$ cat config.mk
export PLATFORM = sky130hd
export DESIGN_NAME = uart_rx
export DESIGN_NICKNAME = d
export VERILOG_FILES = /design/src/rtl/uart_rx.sv
export SDC_FILE = /design/constraint.sdc
export NUM_CORES = 1
export LEC_CHECK = 0
export CORE_MARGIN = 1.5
export CORE_UTILIZATION = 45
export DETAILED_ROUTE_END_ITERATION = 8
export GPL_TIMING_DRIVEN = 0
export PLACE_DENSITY = 0.68
export SLEW_MARGIN = 20
export SYNTH_ARGS = -nofsm -noshare
export SYNTH_HDL_FRONTEND = slang
export SYNTH_SLANG_ARGS = --single-unit
$ cat constraint.sdc
create_clock -name i_Clock -period 2.62 [get_ports i_Clock]
set_input_delay 0.524 -clock i_Clock [delete_from_list [all_inputs] [get_ports i_Clock]]
set_output_delay 0.524 -clock i_Clock [all_outputs]
set_load 0.01 [all_outputs]
$ cat src/rtl/uart_rx.sv
// uart_rx: 8N1 UART receiver with a 2-flop input synchroniser and centre-of-bit sampling.
// Presents each good byte with a 1-cycle o_Rx_DV strobe.
// Flags a low stop bit with a 1-cycle o_Frame_Err strobe.
// Optional feature: define UART_RX_MAJORITY_EN to take a 2-of-3 vote at every sample point.
// With the vote, a single-cycle glitch on the line is ignored.
module uart_rx #(
  parameter int CLKS_PER_BIT = 434
) (
  input  logic       i_Clock,
  input  logic       reset,
  input  logic       i_Rx_Serial,
  output logic       o_Rx_DV,
  output logic [7:0] o_Rx_Byte,
  output logic       o_Rx_Active,
  output logic       o_Frame_Err
);

  localparam int CW = $clog2(CLKS_PER_BIT);
  localparam logic [CW-1:0] HALF = CW'((CLKS_PER_BIT - 1) / 2);
  localparam logic [CW-1:0] LAST = CW'(CLKS_PER_BIT - 1);

  typedef enum logic [2:0] {
    S_IDLE    = 3'd0,
    S_START   = 3'd1,
    S_DATA    = 3'd2,
    S_STOP    = 3'd3,
    S_CLEANUP = 3'd4
  } state_t;

  state_t        state_r, state_n;
  logic          rx_meta_r, rx_sync_r;
  logic [CW-1:0] count_r, count_n;
  logic [2:0]    bit_idx_r, bit_idx_n;
  logic [7:0]    shift_r, shift_n;
  logic [7:0]    byte_r, byte_n;
  logic          dv_r, dv_n;
  logic          err_r, err_n;
  logic          active_r, active_n;
  logic          bit_s;

  // Two-flop synchroniser for the asynchronous line; idles high.
  always_ff @(posedge i_Clock) begin
    if (reset) begin
      rx_meta_r <= 1'b1;
      rx_sync_r <= 1'b1;
    end else begin
      rx_meta_r <= i_Rx_Serial;
      rx_sync_r <= rx_meta_r;
    end
  end

`ifdef UART_RX_MAJORITY_EN
  logic          vote_a_r, vote_b_r;
  logic [CW-1:0] sample_pt_s;

  function automatic logic maj3(input logic a, input logic b, input logic c);
    return (a & b) | (a & c) | (b & c);
  endfunction

  // The sample point is mid start bit while in START and the end of the bit count elsewhere.
  always_comb begin
    if (state_r == S_START) begin
      sample_pt_s = HALF;
    end else begin
      sample_pt_s = LAST;
    end
  end

  // Capture the synced line two cycles and one cycle before the sample point for the vote.
  always_ff @(posedge i_Clock) begin
    if (reset) begin
      vote_a_r <= 1'b1;
      vote_b_r <= 1'b1;
    end else begin
      if (count_r == sample_pt_s - CW'(2)) begin
        vote_a_r <= rx_sync_r;
      end else begin
        vote_a_r <= vote_a_r;
      end
      if (count_r == sample_pt_s - CW'(1)) begin
        vote_b_r <= rx_sync_r;
      end else begin
        vote_b_r <= vote_b_r;
      end
    end
  end

  assign bit_s = maj3(vote_a_r, vote_b_r, rx_sync_r);
`else
  assign bit_s = rx_sync_r;
`endif

  // Hold the FSM state, the counters and the registered outputs.
  always_ff @(posedge i_Clock) begin
    if (reset) begin
      state_r   <= S_IDLE;
      count_r   <= '0;
      bit_idx_r <= 3'd0;
      shift_r   <= 8'h00;
      byte_r    <= 8'h00;
      dv_r      <= 1'b0;
      err_r     <= 1'b0;
      active_r  <= 1'b0;
    end else begin
      state_r   <= state_n;
      count_r   <= count_n;
      bit_idx_r <= bit_idx_n;
      shift_r   <= shift_n;
      byte_r    <= byte_n;
      dv_r      <= dv_n;
      err_r     <= err_n;
      active_r  <= active_n;
    end
  end

  // Compute the next state; the strobes default low so each one lasts a single cycle.
  always_comb begin
    state_n   = state_r;
    count_n   = count_r;
    bit_idx_n = bit_idx_r;
    shift_n   = shift_r;
    byte_n    = byte_r;
    dv_n      = 1'b0;
    err_n     = 1'b0;
    active_n  = active_r;
    case (state_r)
      S_IDLE: begin
        count_n   = '0;
        bit_idx_n = 3'd0;
        if (!rx_sync_r) begin
          state_n  = S_START;
          active_n = 1'b1;
        end else begin
          active_n = 1'b0;
        end
      end
      S_START: begin
        if (count_r == HALF) begin
          count_n = '0;
          if (!bit_s) begin
            state_n = S_DATA;
          end else begin
            state_n  = S_IDLE;
            active_n = 1'b0;
          end
        end else begin
          count_n = count_r + CW'(1);
        end
      end
      S_DATA: begin
        if (count_r == LAST) begin
          count_n = '0;
          shift_n[bit_idx_r] = bit_s;
          if (bit_idx_r == 3'd7) begin
            bit_idx_n = 3'd0;
            state_n   = S_STOP;
          end else begin
            bit_idx_n = bit_idx_r + 3'd1;
          end
        end else begin
          count_n = count_r + CW'(1);
        end
      end
      S_STOP: begin
        if (count_r == LAST) begin
          count_n = '0;
          state_n = S_CLEANUP;
          if (bit_s) begin
            byte_n = shift_r;
            dv_n   = 1'b1;
          end else begin
            err_n  = 1'b1;
          end
        end else begin
          count_n = count_r + CW'(1);
        end
      end
      S_CLEANUP: begin
        // Wait out a stuck-low line (break or bad stop bit) before re-arming.
        if (rx_sync_r) begin
          state_n  = S_IDLE;
          active_n = 1'b0;
        end else begin
          state_n  = S_CLEANUP;
        end
      end
      default: begin
        state_n   = S_IDLE;
        count_n   = '0;
        bit_idx_n = 3'd0;
        active_n  = 1'b0;
      end
    endcase
  end

  assign o_Rx_DV     = dv_r;
  assign o_Rx_Byte   = byte_r;
  assign o_Rx_Active = active_r;
  assign o_Frame_Err = err_r;

endmodule

==> Yosys cells after proc, flatten, opt, wreduce, memory -nomap -nowiden <==
Cells that the tools add are included.
{ "op_classes": {"n_addsub": 2, "n_lt_le_gt_ge": 2, "eq_ne": 12, "mux": 22, "bitwise_logic": 4, "reduce_logical": 10} }
{ "op_table": {"columns": ["cell", "n"], "rows": [
  ["$pmux 9 s3", 1],
  ["$mux 3", 8],
  ["$mux 9", 2],
  ["$pmux 3 s5", 1],
  ["$ne 2x2->1 const B", 5],
  ["$add 9x1->9 const B", 1],
  ["$eq 9x8->1 const B", 1],
  ["$eq 9x9->1 const B", 1],
  ["$bwmux 8", 1],
  ["$eq 3x2->1 const B", 2],
  ["$eq 3x3->1 const B", 2],
  ["$pmux 3 s2", 1],
  ["$reduce_and 2->1", 3],
  ["$reduce_or 3->1", 2],
  ["$mux 1", 5],
  ["$reduce_and 5->1", 1],
  ["$lt 3x4->1 const B", 1],
  ["$not 1->1", 4],
  ["$pmux 1 s4", 1],
  ["$add 3x1->3 const B", 1],
  ["$demux 1 s3", 1],
  ["$eq 3x1->1 const B", 1],
  ["$ge 3x1->1 const B", 1],
  ["$logic_not 3->1", 1],
  ["other kinds (4)", 4]
]} }
{ "totals": {"register_bits": 36, "in_bits": 3, "out_inout_bits": 11} }

==> Depth between registers and ports, before layout <==
Gate-level depths: netlist of run 1.
{ "logic_depth": {"depth_word": 5, "depth_mapped": 7, "depth_no_buf": 6} }

==> Worst setup path after synthesis of run 1 <==
No wires, ideal clock.
{ "synth_path": {"path_type": "register -> register", "from": "register count_r[2]", "to": "register shift_r[1]", "arrival_ps": 1883, "required_ps": 2488, "slack_ps": 604, "stages_incl_launch_ff": 7, "n_path_buf": 2, "cell_sequence": "dfxtp_1 > or4b_1 > buf_2 > or3_1 > buf_2 > o41ai_1 > a21oi_1"} }
{ "synth_via": {"elab_chain_len": 2} }
{ "synth_rtl": {"columns": ["item", "line_no", "rtl"], "rows": [
  ["from (decl)", "32", "logic [CW-1:0] count_r, count_n;"],
  ["from (signal assigned)", "106", "count_r <= count_n;"],
  ["$eq 9x9->1", "151", "if (count_r == LAST) begin"],
  ["$reduce_and 2->1 (no line)", null, null],
  ["to (signal assigned)", "108", "shift_r <= shift_n;"],
  ["to (decl)", "34", "logic [7:0] shift_r, shift_n;"]
]} }
No other way between the ends.
A chain may end at the register's enable or synchronous reset.

==> Worst setup path after layout of run 1 <==
{ "layout_path": {"from": "register count_r[2]", "to": "register byte_r[6] (netlist: o_Rx_Byte[6])"} }
{ "layout_via": {"elab_chain_len": 2} }
{ "layout_rtl": {"columns": ["item", "line_no", "rtl"], "rows": [
  ["$eq 9x9->1", "165", "if (count_r == LAST) begin"],
  ["$reduce_and 3->1 (no line)", null, null],
  ["to (signal assigned)", "109", "byte_r <= byte_n;"],
  ["to (decl)", "35", "logic [7:0] byte_r, byte_n;"]
]} }
No other way between the ends.

==> summary.log, run 1 <==
INFO  global_routing antenna_violations_before_repair=0
INFO  cts            clk_pin_slew_worst_setup_hold_paths=0.07ns
INFO  cts            number_of_buffers_inserted_during_clock_tree_synthesis=5
INFO  setup_path     critPathMaxStageDelay=0.70ns
INFO  setup_path     cp_slowest_cell=nor4_4
INFO  setup_path     top_delay_family_on_crit_path=simple AND/OR/NAND/NOR gates
INFO  place          dpl.hpwl=2820um
INFO  sta            slew_headroom=50.1%
INFO  hold_path      hold_path.class=flop to flop
INFO  global_routing number_of_global_route_vias_before_repair=1481
INFO  setup_path     cp_arrival=2.38ns
INFO  setup_path     startpoint_of_the_lowest_slack_register_to_register_path=count_r[2]
INFO  synthesis      netlist_instances=211
INFO  floorplan      ios=14
INFO  floorplan      dieArea=0.00440sqmm
INFO  detailed_routing final_ant_viol_nets=0
INFO  place          place_congestion=0.840
INFO  power          leakage=0.000666uW
INFO  place          postPlaceCellArea=0.00199sqmm
INFO  cts            cts-hold-fix-buffers=0
INFO  sta            final_period_minus_worst_setup_slack=2.22ns
INFO  setup_path     critical_path_depth=5
INFO  global_routing grt_first_pass_wirelength=6880um
INFO  detailed_routing avgRoutedWirePerCell=14.5um
INFO  sta            setup_viol=0
INFO  cells_and_area post_route_cells_drive_above_1_share=5.63%
INFO  synthesis      synth.yosys.seq_area_share=39.9%
INFO  cts            clock_tree_from_tritoncts=done
INFO  global_routing track_usage=20.5%
INFO  detailed_routing vias=1636
INFO  setup_path     ff2ff_path_depth=5
INFO  setup_path     largest_fanout_of_any_net_on_the_critical_path=8
INFO  synthesis      synth_warnings=0
INFO  hold_path      hold_path_depth=1
INFO  cts            clk_root_buffer_cell=clkbuf_8
INFO  sta            timing.final.max_slew_violations=0
INFO  cts            clock_sink_count=36
INFO  synthesis      postSynthRegisterBits=36
INFO  place          numPortBuffers=12
INFO  global_routing gr-total-overflow=0
INFO  cts            cts.repair.resized=0
INFO  cts            max_buffers_root_to_sink=2
INFO  detailed_routing routed_via_density=5.86
INFO  detailed_routing drtPass1Iterations=4
INFO  synthesis      synth.area.top_cells=dfxtp_1, a21oi_1, mux2i_1
INFO  floorplan      floorplan.initialDensity=48.2%
INFO  synthesis      syn-num-nets=219
INFO  detailed_routing first_iter_violations=63
INFO  setup_path     criticalPathCategory=flop to flop
INFO  synthesis      synthDominantAreaCellType=dfxtp_1
INFO  cells_and_area design.final.nets=238
INFO  cts            post-cts-setup-buffers=0
INFO  hold_path      min_from=rx_meta_r
INFO  synthesis      syn_area_per_cell=8.56squm
INFO  sta            fmax=451MHz
INFO  floorplan      die_height=66.3um
INFO  sta            hold_viol=0
INFO  sta            fraction_of_the_cycle_the_final_worst_path_needs=84.6%
INFO  detailed_routing detail_route.drc_violations=0
INFO  setup_path     setup.worst_path.end_class=flop
INFO  floorplan      core-area=0.00374sqmm
INFO  detailed_routing postRouteWirelength=4050um
INFO  setup_path     critical_path_buf_inv_count=1
INFO  synthesis      post-synth-top-area-fraction=39.9%
INFO  status         status=complete, no violations
INFO  sta            fin_setup_tns=0ns
INFO  synthesis      ys_types=45
INFO  setup_path     worstPathRequired=2.79ns
INFO  sta            max_slew.worst_pin.slew=0.743ns
INFO  setup_path     crit_chain=or4b_1 > buf_2 > nor4_4 > mux2i_1 > nor2_1
INFO  sta            final_setup_skew=0.00305ns
INFO  hold_path      min_to=bit_s
INFO  floorplan      die_width=66.3um
INFO  power          cellPowerDensity=478mW/mm^2
INFO  cts            worst_skew_pair.late_latency=0.29ns
INFO  cells_and_area antenna_cells_inserted=0
INFO  setup_path     reg2reg_setup_slack=0.40ns
INFO  global_routing grt_start_max_net_pins=11
INFO  setup_path     r2r_end=o_Rx_Byte[6]
INFO  floorplan      floorplan.rows=22
INFO  synthesis      synth_area=0.00181sqmm
INFO  setup_path     timing.critical_path.from_type=flop
INFO  sta            grt_setup_unrepaired=no
INFO  cells_and_area design_area=0.00208sqmm
INFO  power          vdd.ir_drop.worst=0.000427V
INFO  job            max-cap-violations=0
INFO  cts            cts_max_level=2
INFO  cells_and_area area_delta_synth_final=15.0%
[sequential cells by signal, summed over array words and instances (netlist names), 3 cells and up]
name and count:
count_r 9, shift_r 8, o_Rx_Byte 8, bit_idx_r 3, state_r 3
[area by class of cell]
class                   count  area [sq um]
fillers                   377          1670
multi-input cells         154          1000
flip-flops and latches     36           721
repair buffers             12           120
clock buffers               8          90.1
plain buffers              16          62.6
well taps                  48          60.1
inverters                   5          18.8
[cell families (layout without fill, tap and decap cells)]
| logic type | after synthesis | after routing | share of synthesized area [%] |
|---|---|---|---|
| AOI/OAI and AO/OA | 59 | 59 | 22.1 |
| adders and majority gates | 6 | 6 | 4.02 |
| buffers and inverters | 21 | 41 | 4.50 |
| DFF | 36 | 36 | 39.9 |
| muxes | 9 | 9 | 4.99 |
| and+or+nand+nor | 80 | 80 | 24.5 |
[through the flow]
step | util [%] | power, uW | setup slack (ns) | hold WS, ns | instances
after floorplan | - | 586 | 0.604 | 0.389 | 211
after global placement | 53.0 | 597 | 0.418 | 0.401 | 271
after detailed placement | 53.0 | 597 | 0.397 | 0.406 | 271
after CTS | 55.4 | 1010 | 0.381 | 0.422 | 279
after global routing | 55.4 | 1040 | 0.235 | 0.444 | 279
final | 55.4 | 992 | 0.403 | 0.416 | 279
[cells in the mapped netlist, drive strengths merged]
master  count
nand4      11
maj3        1
o221ai      4
a22o        2
nand3       3
nor4        4
o21a        1
nor3b       2
dfxtp      36
o41ai       4
clkinv      1
a22oi       1
o31a        1
a21o        1
or4b        1
nand2b      6
ha          5
or3         3
mux2i       9
nand2      18
nor2b       4
a31oi       2
nand4b      1
a211oi      1
and2b       1
or4bb       1
and2        2
or2         2
o211a       1
buf         2
nor3        5
a311oi      1
a21oi      19
o21ai      10
nor2       16
o211ai      4
inv         4
a41o        1
clkbuf     14
o311ai      3
o31ai       3
[routing by layer]
layer	track usage (%)	share of wire, %	vias up	routed length (um)
met2	31.6	45	32	1800
met3	4.60	4.2	7	171
met5	0	0	-	0
met4	8.67	1.9	0	76
met1	27.3	49	771	2000
li1	-	-	826	-
[worst max path at each step]
stage / slack [ns] / end / start
global route: 0.23 / o_Rx_Byte[3] / count_r[7]
floorplan: 0.60 / shift_r[1] / count_r[2]
CTS: 0.38 / o_Rx_Byte[6] / count_r[2]
global placement: 0.42 / o_Rx_Byte[5] / count_r[2]
detailed placement: 0.40 / o_Rx_Byte[6] / count_r[2]
finish: 0.40 / o_Rx_Byte[6] / count_r[2]
[cell usage in the layout, fill, tap and decap left out, types with 3 or more instances in the layout]
master            n
nand3_1           3
o21ai_1           3
a21oi_1          19
o41ai_1           3
ha_1              5
o31ai_1           3
nor3_1            5
o21ai_0           7
clkbuf_1         16
clkbuf_8          6
nand2_1          18
nor2b_1           4
mux2i_1           9
clkdlybuf4s50_1  12
o221ai_1          4
dfxtp_1          36
or3_1             3
nor2_1           16
nand4_1          11
o311ai_0          3
o211ai_1          4
nand2b_1          6
inv_1             4
[report_power, final]
group | internal [uW] | leakage (uW) | total (uW) | switching [uW]
registers | 550 | 0.000290 | 552 | 2.09
logic | 9.73 | 0.000330 | 32.4 | 22.6
clock network | 214 | 0.0000455 | 407 | 193
Power figures use the tool's default switching activity.
==> run 2, diff against run 1 <==
- clock period: 2.62 -> 2.1 ns (I/O delays scaled with it)
==> summary.log, run 2 (synthesized netlist as in run 1, its figures left out) <==
INFO  cts            clock_tree_from_tritoncts=done
INFO  setup_path     ff2ff_path_depth=6 [+1]
INFO  cts            clk_root_buffer_cell=clkbuf_8
INFO  hold_path      hold_path_depth=1 [unchanged]
INFO  status         status=complete, no violations
INFO  sta            fin_setup_tns=0ns [unchanged]
INFO  place          numPortBuffers=12 [unchanged]
INFO  floorplan      floorplan.initialDensity=48.2% [unchanged]
INFO  detailed_routing routed_via_density=5.86 [about the same]
INFO  setup_path     critical_path_buf_inv_count=2 [+1]
INFO  detailed_routing detail_route.drc_violations=0 [unchanged]
INFO  power          vdd.ir_drop.worst=0.000513V [+20%]
INFO  setup_path     reg2reg_setup_slack=0.03ns [-0.37 ns]
INFO  cells_and_area area_delta_synth_final=22.5%
INFO  setup_path     critical_path_depth=6 [+1]
INFO  setup_path     largest_fanout_of_any_net_on_the_critical_path=6 [-2]
INFO  detailed_routing avgRoutedWirePerCell=15.0um [+3.1%]
INFO  setup_path     worstPathRequired=2.26ns [-0.53 ns]
INFO  cells_and_area layout.cells.most_common=dfxtp_1
INFO  cts            number_of_buffers_inserted_during_clock_tree_synthesis=5 [unchanged]
INFO  cells_and_area largest_register_ff_count=9 [unchanged]
INFO  floorplan      core-area=0.00374sqmm [unchanged]
INFO  setup_path     timing.critical_path.from_type=flop
INFO  job            max-cap-violations=0 [unchanged]
INFO  power          cellPowerDensity=561mW/mm^2 [+17%]
INFO  detailed_routing final_ant_viol_nets=0 [unchanged]
INFO  global_routing gr-total-overflow=0 [unchanged]
INFO  global_routing grt_first_pass_wirelength=6870um [-0.10%]
INFO  sta            hold_viol=0 [unchanged]
INFO  power          total_power_consumption_of_the_routed_design=1240uW [+25%]
INFO  setup_path     crit_chain=or4b_4 > buf_6 > or3_4 > buf_4 > o31ai_2 > a21oi_1
INFO  global_routing track_usage=20.4% [-0.071 points]
INFO  sta            max_slew.worst_pin.slew=0.546ns [-0.197 ns]
INFO  floorplan      dieArea=0.00440sqmm [unchanged]
INFO  detailed_routing postRouteWirelength=4260um [+5.3%]
INFO  sta            slew_headroom=63.6% [+14 points]
INFO  cells_and_area design_area=0.00221sqmm [+6.5%]
INFO  global_routing antenna_violations_before_repair=0 [unchanged]
INFO  floorplan      floorplan.rows=22 [unchanged]
INFO  floorplan      ios=14 [unchanged]
INFO  cells_and_area largest_register=count_r
INFO  cts            worst_skew_pair.late_latency=0.29ns [about the same]
INFO  sta            timing.final.max_slew_violations=0 [unchanged]
INFO  cells_and_area fillCellCount=364 [-3.4%]
INFO  power          leakage=0.000713uW [+7.2%]
INFO  cts            cts-hold-fix-buffers=0 [unchanged]
INFO  global_routing number_of_global_route_vias_before_repair=1486 [+0.34%]
INFO  place          place_congestion=0.840 [unchanged]
INFO  cells_and_area post_route_cells_drive_above_1_share=13.1% [+7.5 points]
INFO  setup_path     cp_arrival=2.22ns [-0.16 ns]
INFO  detailed_routing first_iter_violations=134 [+110%]
INFO  sta            grt_setup_unrepaired=yes
INFO  global_routing grt_start_max_net_pins=11 [unchanged]
INFO  cts            clk_pin_slew_worst_setup_hold_paths=0.07ns [about the same]
INFO  setup_path     criticalPathCategory=flop to flop
INFO  sta            final_setup_skew=0.00274ns [-0.000311 ns]
INFO  floorplan      die_width=66.3um [unchanged]
INFO  sta            fmax=484MHz [+7.3%]
INFO  setup_path     critPathMaxStageDelay=0.53ns [-0.17 ns]
INFO  sta            setup_viol=0 [unchanged]
INFO  setup_path     top_delay_family_on_crit_path=simple AND/OR/NAND/NOR gates
INFO  cells_and_area antenna_cells_inserted=0 [unchanged]
INFO  cts            cts_max_level=2 [unchanged]
INFO  floorplan      die_height=66.3um [unchanged]
INFO  cts            clock_sink_count=36 [unchanged]
INFO  setup_path     setup.worst_path.end_class=flop
INFO  cells_and_area design.final.nets=244 [+2.5%]
INFO  cells_and_area layout.cells.most_common_list=dfxtp_1, a21oi_1, nand2_1, clkbuf_1, nor2_1
INFO  detailed_routing drtPass1Iterations=4 [unchanged]
INFO  detailed_routing vias=1670 [+2.1%]
INFO  sta            final_period_minus_worst_setup_slack=2.07ns [-0.151 ns]
INFO  setup_path     cp_slowest_cell=or4b_4
INFO  place          dpl.hpwl=2820um [unchanged]
INFO  hold_path      hold_path.class=flop to flop
INFO  cts            max_buffers_root_to_sink=2 [unchanged]
INFO  place          postPlaceCellArea=0.00199sqmm [unchanged]
INFO  sta            fraction_of_the_cycle_the_final_worst_path_needs=98.4% [+14 points]
==> run 2: final timing paths <==
kind	startpoint	to
min	rx_meta_r	bit_s
min reg2reg	rx_meta_r	bit_s
max reg2reg	count_r[2]	shift_r[5]
max	count_r[2]	shift_r[5]
==> run 2: power breakdown <==
part	switching, uW	total (uW)	internal, uW
registers	2.65	687	685
logic	29.1	41.4	12.3
clock network	244	511	267
total	276	1240	964
==> run 2: through the flow <==
step	hold slack, ns	util [%]	std cells	setup slack, ns
after floorplan	0.389	-	211	0.0843
after global placement	0.401	53.0	271	-0.102
after detailed placement	0.406	53.0	271	-0.123
after CTS	0.422	56.5	280	-0.0162
after global routing	0.444	59.1	285	-0.0430
final	0.416	59.1	285	0.0342
==> run 2: layer usage <==
layer  up-vias  GRT usage, %  wire, um
met5         -             0         0
met4         0          8.67        65
met3         6          4.60       136
met2        24          31.6      1940
met1       806          27.1      2120
li1        834             -         -
==> run 2: cell type report <==
class,count,area (sq um),share of cell area (%)
Inverter,5,18.8,0.849
Tap cell,48,60.1,2.72
Multi-Input combinational cell,154,1060,48.0
Timing Repair Buffer,18,178,8.04
Buffer,16,75.1,3.40
Clock buffer,8,90.1,4.07
Sequential cell,36,727,32.9
==> run 2: what timing repair did <==
action | in CTS | in global routing
buffers inserted | 1 | 4
cloned | 0 | 1
setup endpoints to repair | 16 | 14
resized for setup | 8 | 15
pin swaps | 1 | 8
==> run 3, diff against run 2 <==
- CTS_BUF_LIST: unset -> sky130_fd_sc_hd__clkbuf_8
==> summary.log, run 3 (synthesized netlist as in run 1, its figures left out) <==
INFO  setup_path     timing.critical_path.from_type=flop
INFO  power          leakage=0.000722uW [+1.2%]
INFO  sta            timing.final.max_slew_violations=0 [unchanged]
INFO  power          cellPowerDensity=556mW/mm^2 [-0.82%]
INFO  cells_and_area area_delta_synth_final=22.5% [unchanged]
INFO  cells_and_area antenna_cells_inserted=0 [unchanged]
INFO  cts            clock_tree_from_tritoncts=done
INFO  floorplan      floorplan.rows=22 [unchanged]
INFO  setup_path     setup.worst_path.end_class=flop
INFO  sta            grt_setup_unrepaired=yes
INFO  cts            worst_skew_pair.late_latency=0.29ns [about the same]
INFO  floorplan      core-area=0.00374sqmm [unchanged]
INFO  cts            clk_root_buffer_cell=clkbuf_8
INFO  setup_path     crit_chain=or4b_4 > buf_6 > or3_4 > buf_4 > o31ai_2 > a21oi_1
INFO  sta            setup_viol=0 [unchanged]
INFO  setup_path     worstPathRequired=2.26ns [about the same]
INFO  status         status=complete, no violations
INFO  sta            fmax=484MHz [about the same]
INFO  setup_path     critPathCapture=shift_r[5]
INFO  cells_and_area post_route_cells_drive_above_1_share=13.1% [unchanged]
INFO  place          dpl.hpwl=2820um [unchanged]
INFO  setup_path     ff2ff_path_depth=6 [unchanged]
INFO  global_routing antenna_violations_before_repair=0 [unchanged]
INFO  cells_and_area finalNonFillerCells=285 [unchanged]
INFO  sta            slew_headroom=63.5% [-0.10 points]
INFO  cts            number_of_buffers_inserted_during_clock_tree_synthesis=5 [unchanged]
INFO  hold_path      hold_path_depth=1 [unchanged]
INFO  cells_and_area layout.cells.most_common_list=dfxtp_1, a21oi_1, nand2_1, nor2_1, clkbuf_1
INFO  global_routing number_of_global_route_vias_before_repair=1486 [unchanged]
INFO  power          vdd.ir_drop.worst=0.000512V [-0.22%]
INFO  detailed_routing drtPass1Iterations=4 [unchanged]
INFO  place          numPortBuffers=12 [unchanged]
INFO  cts            cts-hold-fix-buffers=0 [unchanged]
INFO  detailed_routing first_iter_violations=120 [-10%]
INFO  job            max-cap-violations=0 [unchanged]
INFO  global_routing grt_start_max_net_pins=11 [unchanged]
INFO  detailed_routing postRouteWirelength=4270um [about the same]
INFO  floorplan      die_height=66.3um [unchanged]
INFO  hold_path      hold_path.class=flop to flop
INFO  setup_path     critPathMaxStageDelay=0.53ns [about the same]
INFO  power          total_power_consumption_of_the_routed_design=1230uW [-0.82%]
INFO  floorplan      ios=14 [unchanged]
INFO  cells_and_area design.final.nets=244 [unchanged]
INFO  detailed_routing avgRoutedWirePerCell=15.0um [about the same]
INFO  setup_path     largest_fanout_of_any_net_on_the_critical_path=6 [unchanged]
INFO  cells_and_area fillCellCount=364 [unchanged]
INFO  cts            cts_max_level=2 [unchanged]
INFO  cells_and_area layout.cells.most_common=dfxtp_1
INFO  detailed_routing detail_route.drc_violations=0 [unchanged]
INFO  place          dp_cells=271 [unchanged]
INFO  detailed_routing vias=1668 [-0.12%]
INFO  place          postPlaceCellArea=0.00199sqmm [unchanged]
INFO  sta            hold_viol=0 [unchanged]
INFO  setup_path     timing.critical_path.from=count_r[2]
INFO  global_routing grt_first_pass_wirelength=6870um [unchanged]
INFO  setup_path     cp_slowest_cell=or4b_4
INFO  setup_path     startpoint_of_the_lowest_slack_register_to_register_path=count_r[2]
INFO  sta            max_slew.worst_pin.slew=0.548ns [+0.00154 ns]
INFO  floorplan      die_width=66.3um [unchanged]
INFO  setup_path     r2r_end=shift_r[5]
INFO  cells_and_area largest_register_ff_count=9 [unchanged]
INFO  cts            clk_pin_slew_worst_setup_hold_paths=0.07ns [about the same]
INFO  detailed_routing final_ant_viol_nets=0 [unchanged]
INFO  cts            max_buffers_root_to_sink=2 [unchanged]
INFO  sta            final_period_minus_worst_setup_slack=2.07ns [-0.000104 ns]
INFO  floorplan      floorplan.initialDensity=48.2% [unchanged]
INFO  sta            fraction_of_the_cycle_the_final_worst_path_needs=98.4% [about the same]
INFO  sta            final_setup_skew=0.00313ns [+0.000394 ns]
INFO  setup_path     criticalPathCategory=flop to flop
INFO  global_routing track_usage=20.4% [unchanged]
INFO  place          place_congestion=0.840 [unchanged]
INFO  floorplan      dieArea=0.00440sqmm [unchanged]
INFO  detailed_routing routed_via_density=5.85 [-0.12%]
INFO  cells_and_area utilization=59.1% [unchanged]
INFO  sta            fin_setup_tns=0ns [unchanged]
INFO  cells_and_area design_area=0.00221sqmm [unchanged]
INFO  setup_path     cp_arrival=2.22ns [about the same]
INFO  global_routing gr-total-overflow=0 [unchanged]
INFO  setup_path     reg2reg_setup_slack=0.03ns [about the same]
INFO  cells_and_area largest_register=count_r
INFO  cts            clock_sink_count=36 [unchanged]
[run 3: changes by cell type in the layout (fill, tap and decap cells not counted)]
cell | previous run | this run
inv_1 | 4 | 6
clkbuf_1 | 16 | 14
[run 3: repair_timing]
item,in CTS,in global routing
gates cloned,0,1
setup endpoints to repair,16,14
gates resized for setup,8,15
pin swaps,1,8
buffers inserted,1,4
[run 3: how the worst min path moves through the flow]
stage | from | to
after floorplan | rx_meta_r | bit_s
after CTS | rx_meta_r | bit_s
final | rx_meta_r | bit_s
after global routing | rx_meta_r | bit_s
after detailed placement | rx_meta_r | bit_s
after global placement | rx_meta_r | bit_s
[run 3: final cells by class]
type	count	area, sq um	area share, %
multi-input cells	154	1060	48.0
inverters	5	18.8	0.849
repair buffers	18	178	8.04
clock buffers	6	82.6	3.74
flip-flops and latches	36	727	32.9
well taps	48	60.1	2.72
plain buffers	16	75.1	3.40
clock inverters	2	7.51	0.340
[run 3: per-stage QoR]
stage	hold slack (ns)	setup slack, ns
after floorplan	0.389	0.0843
after global placement	0.401	-0.102
after detailed placement	0.406	-0.123
final	0.416	0.0343
after CTS	0.422	-0.0162
after global routing	0.444	-0.0428
[run 3: worst max-delay path, delay by kind of cell, from the launching register on]
family                 cells  cell delay, ns
AOI/OAI and AO/OA          2            0.32
buffers and inverters      2            0.32
DFF                        1            0.36
and+or+nand+nor            2            0.92
[run 3: where the power goes]
group | internal (uW) | switching, uW | total (uW)
registers | 685 | 2.65 | 687
clock network | 258 | 243 | 501
logic | 12.3 | 29.0 | 41.3
total | 954 | 275 | 1230
[run 3: per-layer routing]
layer,up-vias,global-route usage (%),share of wire [%]
met2,23,31.6,46
met5,-,0,0
met1,805,27.1,50
li1,836,-,-
met3,4,4.60,3.2
met4,0,8.67,0.89
